==> src/rtl/alu_pkg.sv <==
// ---------------------------------------------------------------------------
// alu_pkg -- constants shared by the ALU and its issue stage.
//   alu_op_e        : 4-bit ALU operation encoding
//   OPC_*           : RV32I major opcodes decoded by alu_issue
//   imm_i/u/b()     : RV32I immediate extraction helpers
// ---------------------------------------------------------------------------
package alu_pkg;

    typedef enum logic [3:0] {
        ALU_ADD  = 4'b0000,
        ALU_SUB  = 4'b0001,
        ALU_SLL  = 4'b0010,
        ALU_SLT  = 4'b0011,
        ALU_SLTU = 4'b0100,
        ALU_XOR  = 4'b0101,
        ALU_OR   = 4'b0110,
        ALU_AND  = 4'b0111,
        ALU_SRL  = 4'b1000,
        ALU_SRA  = 4'b1001
    } alu_op_e;

    localparam logic [6:0] OPC_OP     = 7'b0110011;
    localparam logic [6:0] OPC_OP_IMM = 7'b0010011;
    localparam logic [6:0] OPC_LUI    = 7'b0110111;
    localparam logic [6:0] OPC_AUIPC  = 7'b0010111;
    localparam logic [6:0] OPC_BRANCH = 7'b1100011;

    function automatic logic [31:0] imm_i(input logic [31:0] instr);
        return {{20{instr[31]}}, instr[31:20]};
    endfunction

    function automatic logic [31:0] imm_u(input logic [31:0] instr);
        return {instr[31:12], 12'b0};
    endfunction

    function automatic logic [31:0] imm_b(input logic [31:0] instr);
        return {{19{instr[31]}}, instr[31], instr[7], instr[30:25], instr[11:8], 1'b0};
    endfunction

endpackage

==> src/rtl/alu.sv <==
// ---------------------------------------------------------------------------
// alu -- purely combinational 32-bit integer ALU.
//   operand_a, operand_b : 32-bit operands
//   opcode               : 4-bit operation (alu_op_e)
//   result               : 32-bit result, wraps modulo 2^32
//   z                    : high when result is zero
// Shift amounts use operand_b[4:0].
// ---------------------------------------------------------------------------
module alu
    import alu_pkg::*;
(
    input  logic [31:0] operand_a,
    input  logic [31:0] operand_b,
    input  logic [3:0]  opcode,
    output logic [31:0] result,
    output logic        z
);

    always_comb begin
        result = '0;
        case (opcode)
            ALU_ADD:  result = operand_a + operand_b;
            ALU_SUB:  result = operand_a - operand_b;
            ALU_SLL:  result = operand_a << operand_b[4:0];
            ALU_SLT:  result = {31'b0, $signed(operand_a) < $signed(operand_b)};
            ALU_SLTU: result = {31'b0, operand_a < operand_b};
            ALU_XOR:  result = operand_a ^ operand_b;
            ALU_OR:   result = operand_a | operand_b;
            ALU_AND:  result = operand_a & operand_b;
            ALU_SRL:  result = operand_a >> operand_b[4:0];
            ALU_SRA:  result = $unsigned($signed(operand_a) >>> operand_b[4:0]);
            default:  result = '0;
        endcase
    end

    assign z = (result == 32'd0);

endmodule

==> src/rtl/alu_issue.sv <==
// ---------------------------------------------------------------------------
// alu_issue -- RV32I integer decode/issue stage in front of the alu.
// Two register stages: S1 holds the decoded operation and operands, the alu
// evaluates combinationally off S1, and S2 holds the writeback beat.
//
// Ports
//   clk, rst                      clock, synchronous active-high reset
//   in_valid/in_ready             instruction handshake
//   in_instr, in_pc               instruction word and its PC
//   in_rs1_data, in_rs2_data      source register values
//   out_valid/out_ready           writeback handshake
//   out_rd, out_wdata, out_we     destination, result, write enable
//   out_illegal                   illegal-instruction beat flag
//   out_br_taken, out_br_target   branch outcome (ALU_ISSUE_BRANCH_EN only)
//
// Parameter ILLEGAL_TRAP: 1 = illegal instructions emit a flagged beat,
//                         0 = they are accepted and silently dropped.
// Macro ALU_ISSUE_BRANCH_EN: decode BRANCH; otherwise BRANCH is illegal.
//
// Handshake: a transfer happens on a rising edge where valid and ready are
// both high. While out_valid is high and out_ready low every out_* signal
// holds; in_ready may depend combinationally on out_ready.
// ---------------------------------------------------------------------------
module alu_issue
    import alu_pkg::*;
#(
    parameter int ILLEGAL_TRAP = 1
) (
    input  logic        clk,
    input  logic        rst,
    input  logic        in_valid,
    output logic        in_ready,
    input  logic [31:0] in_instr,
    input  logic [31:0] in_pc,
    input  logic [31:0] in_rs1_data,
    input  logic [31:0] in_rs2_data,
    output logic        out_valid,
    input  logic        out_ready,
    output logic [4:0]  out_rd,
    output logic [31:0] out_wdata,
    output logic        out_we,
`ifdef ALU_ISSUE_BRANCH_EN
    output logic        out_br_taken,
    output logic [31:0] out_br_target,
`endif
    output logic        out_illegal
);

    localparam bit TRAP_EN = (ILLEGAL_TRAP != 0);

    // ---------------- decode ----------------
    logic [6:0]  w_opc;
    logic [2:0]  w_f3;
    logic [6:0]  w_f7;
    logic [3:0]  w_dec_op;
    logic [31:0] w_dec_a;
    logic [31:0] w_dec_b;
    logic        w_dec_illegal;
    logic        w_dec_branch;

    assign w_opc = in_instr[6:0];
    assign w_f3  = in_instr[14:12];
    assign w_f7  = in_instr[31:25];

    always_comb begin
        w_dec_op      = ALU_ADD;
        w_dec_a       = in_rs1_data;
        w_dec_b       = in_rs2_data;
        w_dec_illegal = 1'b0;
        w_dec_branch  = 1'b0;
        case (w_opc)
            OPC_OP: begin
                case (w_f3)
                    3'b000:  w_dec_op = w_f7[5] ? ALU_SUB : ALU_ADD;
                    3'b001:  w_dec_op = ALU_SLL;
                    3'b010:  w_dec_op = ALU_SLT;
                    3'b011:  w_dec_op = ALU_SLTU;
                    3'b100:  w_dec_op = ALU_XOR;
                    3'b101:  w_dec_op = w_f7[5] ? ALU_SRA : ALU_SRL;
                    3'b110:  w_dec_op = ALU_OR;
                    default: w_dec_op = ALU_AND;
                endcase
                // 0100000 is only meaningful as sub / sra
                if (w_f7 == 7'b0100000)
                    w_dec_illegal = !((w_f3 == 3'b000) || (w_f3 == 3'b101));
                else if (w_f7 != 7'b0000000)
                    w_dec_illegal = 1'b1;
            end
            OPC_OP_IMM: begin
                w_dec_b = imm_i(in_instr);
                case (w_f3)
                    3'b000:  w_dec_op = ALU_ADD;
                    3'b001: begin
                        w_dec_op      = ALU_SLL;
                        w_dec_illegal = (w_f7 != 7'b0000000);
                    end
                    3'b010:  w_dec_op = ALU_SLT;
                    3'b011:  w_dec_op = ALU_SLTU;
                    3'b100:  w_dec_op = ALU_XOR;
                    3'b101: begin
                        w_dec_op      = w_f7[5] ? ALU_SRA : ALU_SRL;
                        w_dec_illegal = (w_f7 != 7'b0000000) && (w_f7 != 7'b0100000);
                    end
                    3'b110:  w_dec_op = ALU_OR;
                    default: w_dec_op = ALU_AND;
                endcase
            end
            OPC_LUI: begin
                w_dec_a = 32'd0;
                w_dec_b = imm_u(in_instr);
            end
            OPC_AUIPC: begin
                w_dec_a = in_pc;
                w_dec_b = imm_u(in_instr);
            end
`ifdef ALU_ISSUE_BRANCH_EN
            OPC_BRANCH: begin
                w_dec_branch = 1'b1;
                // funct3[2]=0: equality via sub/z; otherwise slt or sltu
                if (!w_f3[2])
                    w_dec_op = ALU_SUB;
                else
                    w_dec_op = w_f3[1] ? ALU_SLTU : ALU_SLT;
                w_dec_illegal = (w_f3[2:1] == 2'b01);
            end
`endif
            default: w_dec_illegal = 1'b1;
        endcase
    end

    // ---------------- pipeline control ----------------
    logic r_s1_valid;
    logic r_s2_valid;
    logic w_s2_load;
    logic w_in_ready;

    assign w_s2_load  = !r_s2_valid || out_ready;
    assign w_in_ready = !r_s1_valid || w_s2_load;   // S1 advances whenever S2 loads
    assign in_ready   = w_in_ready;
    assign out_valid  = r_s2_valid;

    // ---------------- S1 ----------------
    logic [3:0]  r_s1_op;
    logic [31:0] r_s1_a;
    logic [31:0] r_s1_b;
    logic [4:0]  r_s1_rd;
    logic        r_s1_we;
    logic        r_s1_illegal;
`ifdef ALU_ISSUE_BRANCH_EN
    logic        r_s1_branch;
    logic        r_s1_br_eq;
    logic        r_s1_br_inv;
    logic [31:0] r_s1_pc;
    logic [31:0] r_s1_imm_b;
`endif

    always_ff @(posedge clk) begin
        if (rst) begin
            r_s1_valid   <= 1'b0;
            r_s1_op      <= 4'd0;
            r_s1_a       <= 32'd0;
            r_s1_b       <= 32'd0;
            r_s1_rd      <= 5'd0;
            r_s1_we      <= 1'b0;
            r_s1_illegal <= 1'b0;
`ifdef ALU_ISSUE_BRANCH_EN
            r_s1_branch  <= 1'b0;
            r_s1_br_eq   <= 1'b0;
            r_s1_br_inv  <= 1'b0;
            r_s1_pc      <= 32'd0;
            r_s1_imm_b   <= 32'd0;
`endif
        end else if (w_in_ready) begin
            // A dropped illegal instruction completes its handshake but never occupies S1
            r_s1_valid   <= in_valid && (!w_dec_illegal || TRAP_EN);
            r_s1_op      <= w_dec_op;
            r_s1_a       <= w_dec_a;
            r_s1_b       <= w_dec_b;
            // Beats without a register result carry rd=0
            r_s1_rd      <= (w_dec_illegal || w_dec_branch) ? 5'd0 : in_instr[11:7];
            r_s1_we      <= !w_dec_illegal && !w_dec_branch && (in_instr[11:7] != 5'd0);
            r_s1_illegal <= w_dec_illegal;
`ifdef ALU_ISSUE_BRANCH_EN
            r_s1_branch  <= w_dec_branch && !w_dec_illegal;
            r_s1_br_eq   <= !w_f3[2];
            r_s1_br_inv  <= w_f3[0];
            r_s1_pc      <= in_pc;
            r_s1_imm_b   <= imm_b(in_instr);
`endif
        end
    end

    // ---------------- execute ----------------
    logic [31:0] w_alu_result;
    logic        w_alu_z;
    logic        w_no_data;

    alu u_alu (
        .operand_a (r_s1_a),
        .operand_b (r_s1_b),
        .opcode    (r_s1_op),
        .result    (w_alu_result),
        .z         (w_alu_z)
    );

`ifdef ALU_ISSUE_BRANCH_EN
    logic [31:0] w_br_target;
    logic        w_br_taken;
    assign w_br_target = r_s1_pc + r_s1_imm_b;
    assign w_br_taken  = r_s1_branch &&
                         (r_s1_br_inv ^ (r_s1_br_eq ? w_alu_z : w_alu_result[0]));
    assign w_no_data   = r_s1_illegal || r_s1_branch;
`else
    assign w_no_data   = r_s1_illegal;
`endif

    // ---------------- S2 ----------------
    logic [4:0]  r_out_rd;
    logic [31:0] r_out_wdata;
    logic        r_out_we;
    logic        r_out_illegal;
`ifdef ALU_ISSUE_BRANCH_EN
    logic        r_out_br_taken;
    logic [31:0] r_out_br_target;
`endif

    always_ff @(posedge clk) begin
        if (rst) begin
            r_s2_valid      <= 1'b0;
            r_out_rd        <= 5'd0;
            r_out_wdata     <= 32'd0;
            r_out_we        <= 1'b0;
            r_out_illegal   <= 1'b0;
`ifdef ALU_ISSUE_BRANCH_EN
            r_out_br_taken  <= 1'b0;
            r_out_br_target <= 32'd0;
`endif
        end else if (w_s2_load) begin
            r_s2_valid <= r_s1_valid;
            if (r_s1_valid) begin
                r_out_rd      <= r_s1_rd;
                r_out_we      <= r_s1_we;
                r_out_illegal <= r_s1_illegal;
                // A zero result (z) takes the same constant path as a beat with no data
                r_out_wdata   <= (w_no_data || w_alu_z) ? 32'd0 : w_alu_result;
`ifdef ALU_ISSUE_BRANCH_EN
                r_out_br_taken  <= w_br_taken;
                r_out_br_target <= r_s1_branch ? w_br_target : 32'd0;
`endif
            end
        end
    end

    assign out_rd      = r_out_rd;
    assign out_wdata   = r_out_wdata;
    assign out_we      = r_out_we;
    assign out_illegal = r_out_illegal;
`ifdef ALU_ISSUE_BRANCH_EN
    assign out_br_taken  = r_out_br_taken;
    assign out_br_target = r_out_br_target;
`endif

endmodule

==> config.mk <==
export PLATFORM = sky130hd
export DESIGN_NAME = alu_issue
export DESIGN_NICKNAME = d
export VERILOG_FILES = /design/src/rtl/alu_pkg.sv /design/src/rtl/alu.sv /design/src/rtl/alu_issue.sv
export SDC_FILE = /design/constraint.sdc
export NUM_CORES = 1
export LEC_CHECK = 0
export BUFFER_PORTS_ARGS = -buffer_cell sky130_fd_sc_hd__buf_2
export CORE_MARGIN = 1
export CORE_UTILIZATION = 35
export CTS_CLUSTER_SIZE = 28
export DETAILED_ROUTE_END_ITERATION = 6
export HOLD_SLACK_MARGIN = 0.1
export PLACE_DENSITY = 0.52
export SYNTH_ARGS = -nofsm -noshare
export SYNTH_HDL_FRONTEND = slang
export SYNTH_HIERARCHICAL = 1
export SYNTH_SLANG_ARGS = --single-unit
==> constraint.sdc <==
create_clock -name clk -period 6.85 [get_ports clk]
set_input_delay 0.3425 -clock clk [delete_from_list [all_inputs] [get_ports clk]]
set_output_delay 0.3425 -clock clk [all_outputs]
set_load 0.1 [all_outputs]
# Yosys cells after proc, flatten, opt, wreduce, memory -nomap -nowiden
# Index checks and enable logic that the tools add are counted.
[word_totals]
wordCells = 74
out_inout_bits = 41
in_bits = 132
reg_bits = 116
[classes]
reduce_logical = 17
bitwise_logic = 3
n_eq_ne = 21
shift = 3
add_sub_neg = 2
order_cmp = 2
n_mux = 14
[ops]
columns = ["op", "count"]
rows = [
  ["$pmux 32 s10", 1],
  ["$pmux 32 s2", 2],
  ["$lt 32x32->1", 2],
  ["$pmux 4 s7", 2],
  ["$add 32x32->32", 1],
  ["$and 32x32->32", 1],
  ["$logic_not 32->1", 1],
  ["$mux 32", 1],
  ["$or 32x32->32", 1],
  ["$shl 32x5->32", 1],
  ["$shr 32x5->32", 1],
  ["$sshr 32x5->32", 1],
  ["$sub 32x32->32", 1],
  ["$xor 32x32->32", 1],
  ["$eq 7x6->1 const B", 3],
  ["$eq 4x3->1 const B", 4],
  ["$eq 7x5->1 const B", 2],
  ["$eq 3x3->1 const B", 3],
  ["$eq 4x2->1 const B", 2],
  ["$eq 4x4->1 const B", 2],
  ["$pmux 4 s2", 1],
  ["$ne 7x6->1 const B", 1],
  ["$reduce_bool 7->1", 1],
  ["$eq 3x2->1 const B", 2],
  ["other kinds (14)", 24],
]

# Longest topological paths before layout
[depth]
ltp_word = 7
mapped_depth = 22
depth_no_buf = 17

# By module
# Netlist, hierarchy kept.
[modules_own_cells]
columns = ["mod", "area_per_inst_um2", "cells_per_inst", "seq_area_each_um2", "n_inst"]
rows = [
  ["alu", 9481.6, 1376, 0.0, 1],
  ["alu_issue", 5092.4, 608, 2322.2, 1],
]

# Least setup slack after synthesis
# Ideal clock, no wire load.
[synth_timing]
path_kind = "reg2reg"
startpoint = "register r_s1_b[3]"
endpoint = "register r_out_wdata[10], in the netlist out_wdata[10]"
required_ns = 6.718
n_path_buf = 6
arrival_time_ns = 4.907
path_stages_with_launch = 23
path_slack_ns = 1.811
period_less_slack_ns = 5.039
setup_ns = 0.132
cell_sequence = "dfxtp_1 > clkbuf_1 > clkinv_1 > clkbuf_1 > clkbuf_1 > clkbuf_1 > ha_1 > buf_6 > o211a_1 > a211oi_1 > o22ai_2 > o21ai_1 > nand2_1 > mux2i_1 > or4_4 > or4_1 > and4b_1 > nand4b_1 > nor4_2 > nor2_1 > clkbuf_1 > nand3_1 > a21oi_1"
[synth_via]
elab_chain_len = 5
word_cells_on_any_way = 14
cone_classes = "add/sub (2); order compare (2); shift (3); mux (2); bitwise (3); reduce/logical (2)"
[synth_rtl]
columns = ["item", "line_no", "rtl"]
rows = [
  ["start, declared", "alu_issue.sv:145", "logic [31:0] r_s1_b;"],
  ["start signal, assigned", "alu_issue.sv:178", "r_s1_b <= w_dec_b;"],
  ["$sub 32x32->32, or another cell as far along", "alu.sv:23", "ALU_SUB: result = operand_a - operand_b;"],
  ["$pmux 32 s10 *", "alu.sv:21", "case (opcode)"],
  ["via w_alu_result[21]", "alu_issue.sv:194", "logic [31:0] w_alu_result;"],
  ["$logic_not 32->1 *", "alu.sv:36", "assign z = (result == 32'd0);"],
  ["via w_alu_z", "alu_issue.sv:195", "logic w_alu_z;"],
  ["$logic_or 1x1->1 *", "alu_issue.sv:245", "r_out_wdata <= (w_no_data || w_alu_z) ? 32'd0 : w_alu_result;"],
  ["$mux 32 *", "alu_issue.sv:245", ""],
  ["end signal, assigned", "alu_issue.sv:245", ""],
  ["end, declared", "alu_issue.sv:219", "logic [31:0] r_out_wdata;"],
]
# Mark *: on every way through the listed nets, which the timed path passes. The rest lies on a longest branch.
# A chain may end at the register's enable or synchronous reset.

# Worst setup path in the final report
[layout_timing]
startpoint = "register r_s1_b[0]"
endpoint = "register r_out_wdata[2], in the netlist out_wdata[2]"
# Same word-level chain as after synthesis.

==> reports/results.txt <==
outcome = finished, final reports clean
Top Metal Used = met4
CP startpoint kind = flop
Pre-antenna DRT Iters = 6
Resized Gates After CTS = 0
Worst-Margin Slew = 1.35 ns
Pwr per Cell Area = 170 mW/mm²
leak pwr = 6.50 nW
Seq/Total Area, Yosys = 0.159
flops & latches, synth = 116
Total Nets Final = 2296
H-tree Lvls = 4
Clock Sinks = 116
post-synthesis async set-or-reset flop share = 0
DRC = 0
FF-to-FF path depth = 16
worst hold slack = 0.152 ns
1st-iter DRT viols = 1938
largest net degree at the start of global routing = 87
final cell count without fillers = 2608
min Tclk post-route = 5.76 ns
gr usage total = 0.322
Clock Tree Root = clkbuf_16
gp weighted congestion = 1.02
Register Area = 0.00233 mm²
met3 wire length = 5020 µm
total power = 2.77 mW
hold buffers post-CTS = 1
predominant post-synthesis flop cell = dfxtp_1
vias per cell = 6.42
Layout area overhead = 11.6%
Crit. End Element = flop
GR Overflow Total = 0
IO buf count = 172
RSZ-0062 raised after global routing = no
Final Cycle Share = 0.841
critical path depth = 16
share of cells above drive strength 1 = 0.177
slowest cell delay on critical path = 0.92 ns
CTS tree = yes
ant diodes = 0
WL final = 68700 µm
f_max = 174 MHz
first-pass GRT wire length = 102000 µm
crit path max-delay cell type = a2111oi_0
via count = 16800
max-cap viol count = 0
max_slew headroom = 0.0750
Top Ports = 173
Layout fillers = 4449
count of final setup violators = 0
Die Y = 206 µm
clk_skew = 0.0107 ns
Hold WC Path Type = in -> reg
Synth top area share = 0.159
area of the multi-input gates = 0.0110 mm²
Die W = 206 µm
Met2 Wirelength = 30800 µm
Synth area leader = dfxtp_1
initial antenna violation count = 1
initial core utilization = 0.356
Post-Place Cells = 2575
Crit Reg-Reg Startpoint = r_s1_b[0]
post-DP HPWL = 53200 µm
Peak VDD IR = 157 µV
Avg Cell Area, Syn = 7.35 µm²
CP bufs+invs = 3
R2R Path End = out_wdata[2]
reg2reg setup slack = 1.09 ns
Rows = 74
crit path DAT = 6.06 ns
Synth Net Count = 2217
CTS Buf Count = 17
Cells after Synth = 1984
critical path fanouts, max = 49
Top delay family on crit path = compound AO/OA/AOI/OAI gates
CP Launch Point = r_s1_b[0]
met1 WL = 29600 µm
core area = 0.0409 mm²
Pins Over Slew Limit = 0
final hold violations = 0
ANT nets after route = 0
DR WL/cell = 26.3 µm
Max clock buf depth = 2
Setup TNS Final = 0 ns
Distinct cells, synth = 107
Setup Buffers After CTS = 0
critical path class = reg -> reg
Netlist Area Pre-Place = 0.0146 mm²
clk_lat worst skew = 0.45 ns
Reg clk slew, reported paths = 0.07 ns
number of synthesized flops with an enable pin = 0
Die Area = 0.0425 mm²
YS warnings = 6
CP required = 7.14 ns
worst path cell trace = buf_4 -> inv_1 -> a21boi_1 -> a22oi_1 -> o211ai_1 -> o21ai_0 -> a2111oi_0 -> buf_4 -> o211ai_1 -> nor4_1 -> and4b_1 -> nand4b_1 -> nor4_2 -> nor2_2 -> nand3_1 -> a21oi_1
Core Util, Final = 0.398
vias in the first global route = 15900
cells taking the most area after synthesis = dfxtp_1 16%, ha_1 8.5%, a21oi_1 5.3%, nand2_1 5.3%, mux2i_1 4.6%
CP endpoint = out_wdata[2]
## cell usage after synthesis (22+ instances only)
| master | number |
|---|---|
| mux2_2 | 22 |
| a311oi_1 | 39 |
| nor3_1 | 34 |
| nand2_1 | 204 |
| a221oi_1 | 24 |
| ha_1 | 99 |
| a31oi_1 | 39 |
| nor2_1 | 174 |
| o21bai_1 | 22 |
| nand3_1 | 87 |
| o21ai_0 | 74 |
| dfxtp_1 | 116 |
| clkbuf_1 | 95 |
| a21oi_1 | 153 |
| o211ai_1 | 29 |
| mux2i_1 | 67 |
| buf_2 | 32 |
| o22ai_1 | 36 |
| a211oi_1 | 44 |
| nand3b_1 | 37 |
| a22oi_1 | 38 |
| inv_1 | 98 |
## placed cells by master (no fill, tap or decap), drive strengths merged, types with 67 or more instances in the layout
master  count
nor2      174
ha         99
buf       229
mux2i      67
a21oi     154
o21ai      79
dfxtp     116
inv       109
nand3      87
nand2     204
## routing by layer
| layer | vias up | global-route usage |
|---|---|---|
| li1 | 7632 | - |
| met1 | 8069 | 0.428 |
| met2 | 886 | 0.512 |
| met3 | 169 | 0.0438 |
| met4 | 0 | 0.151 |
| met5 | - | 0 |
## logic make-up (layout without fill, tap and decap cells)
group | count (synthesis) | in the layout | share of synthesized area
buf+inv | 275 | 367 | 0.0878
fa+ha+maj | 101 | 101 | 0.0877
simple gates | 688 | 688 | 0.233
compound gates | 683 | 683 | 0.331
mux | 110 | 110 | 0.0950
xor+xnor | 11 | 11 | 0.00661
flops | 116 | 116 | 0.159
## stage by stage
stage / setup WS (ns) / area, µm²
after floorplan: 1.81 / 14600
after global placement: 1.18 / 15700
after detailed placement: 1.24 / 15700
after CTS: 1.23 / 16300
after global routing: 0.562 / 16300
final: 1.09 / 16300
## registers in the layout, indices dropped and copies added (netlist names)
| name | cells |
|---|---|
| r_s1_we | 1 |
| out_rd | 5 |
| r_s1_illegal | 1 |
| r_s1_op | 4 |
| out_we | 1 |
| r_s1_b | 32 |
| out_valid | 1 |
| r_s1_rd | 5 |
| out_wdata | 32 |
| out_illegal | 1 |
| r_s1_valid | 1 |
| r_s1_a | 32 |
## worst register-to-register path, stage by stage, from the launching register on
cell and delay, ns:
dfxtp_4 0.68, buf_4 0.69, inv_1 0.24, a21boi_1 0.35, a22oi_1 0.12, o211ai_1 0.32
o21ai_0 0.31, a2111oi_0 0.92, buf_4 0.24, o211ai_1 0.11, nor4_1 0.38, and4b_1 0.29
nand4b_1 0.15, nor4_2 0.26, nor2_2 0.27, nand3_1 0.20, a21oi_1 0.07
## cell type report
cell class              instances  area share
clock buffers                  18      0.0270
multi-input cells            1593       0.676
well taps                     532      0.0409
flip-flops and latches        116       0.143
repair buffers                230      0.0800
inverters                     105      0.0243
clock inverters                14     0.00884
## where the power goes
group | internal (mW) | total [mW] | leakage [nW] | switching, mW
Sequential | 0.709 | 0.772 | 0.956 | 0.0629
Combinational | 0.362 | 1.08 | 5.25 | 0.720
Clock | 0.520 | 0.916 | 0.288 | 0.396
Total | 1.59 | 2.77 | 6.50 | 1.18
## worst min-delay path by stage
stage	startpoint	end	cells past startpoint	slack [ns]
global placement	out_wdata[3]	out_wdata[3]	2	0.44
detailed placement	out_wdata[4]	out_wdata[4]	2	0.44
finish	in_rs1_data[13]	r_s1_a[13]	3	0.15
floorplan	r_s1_rd[0]	out_rd[0]	2	0.43
global route	in_rs1_data[12]	r_s1_a[12]	3	0.15
CTS	in_rs1_data[13]	r_s1_a[13]	3	0.13
Power figures use the tool's default switching activity.
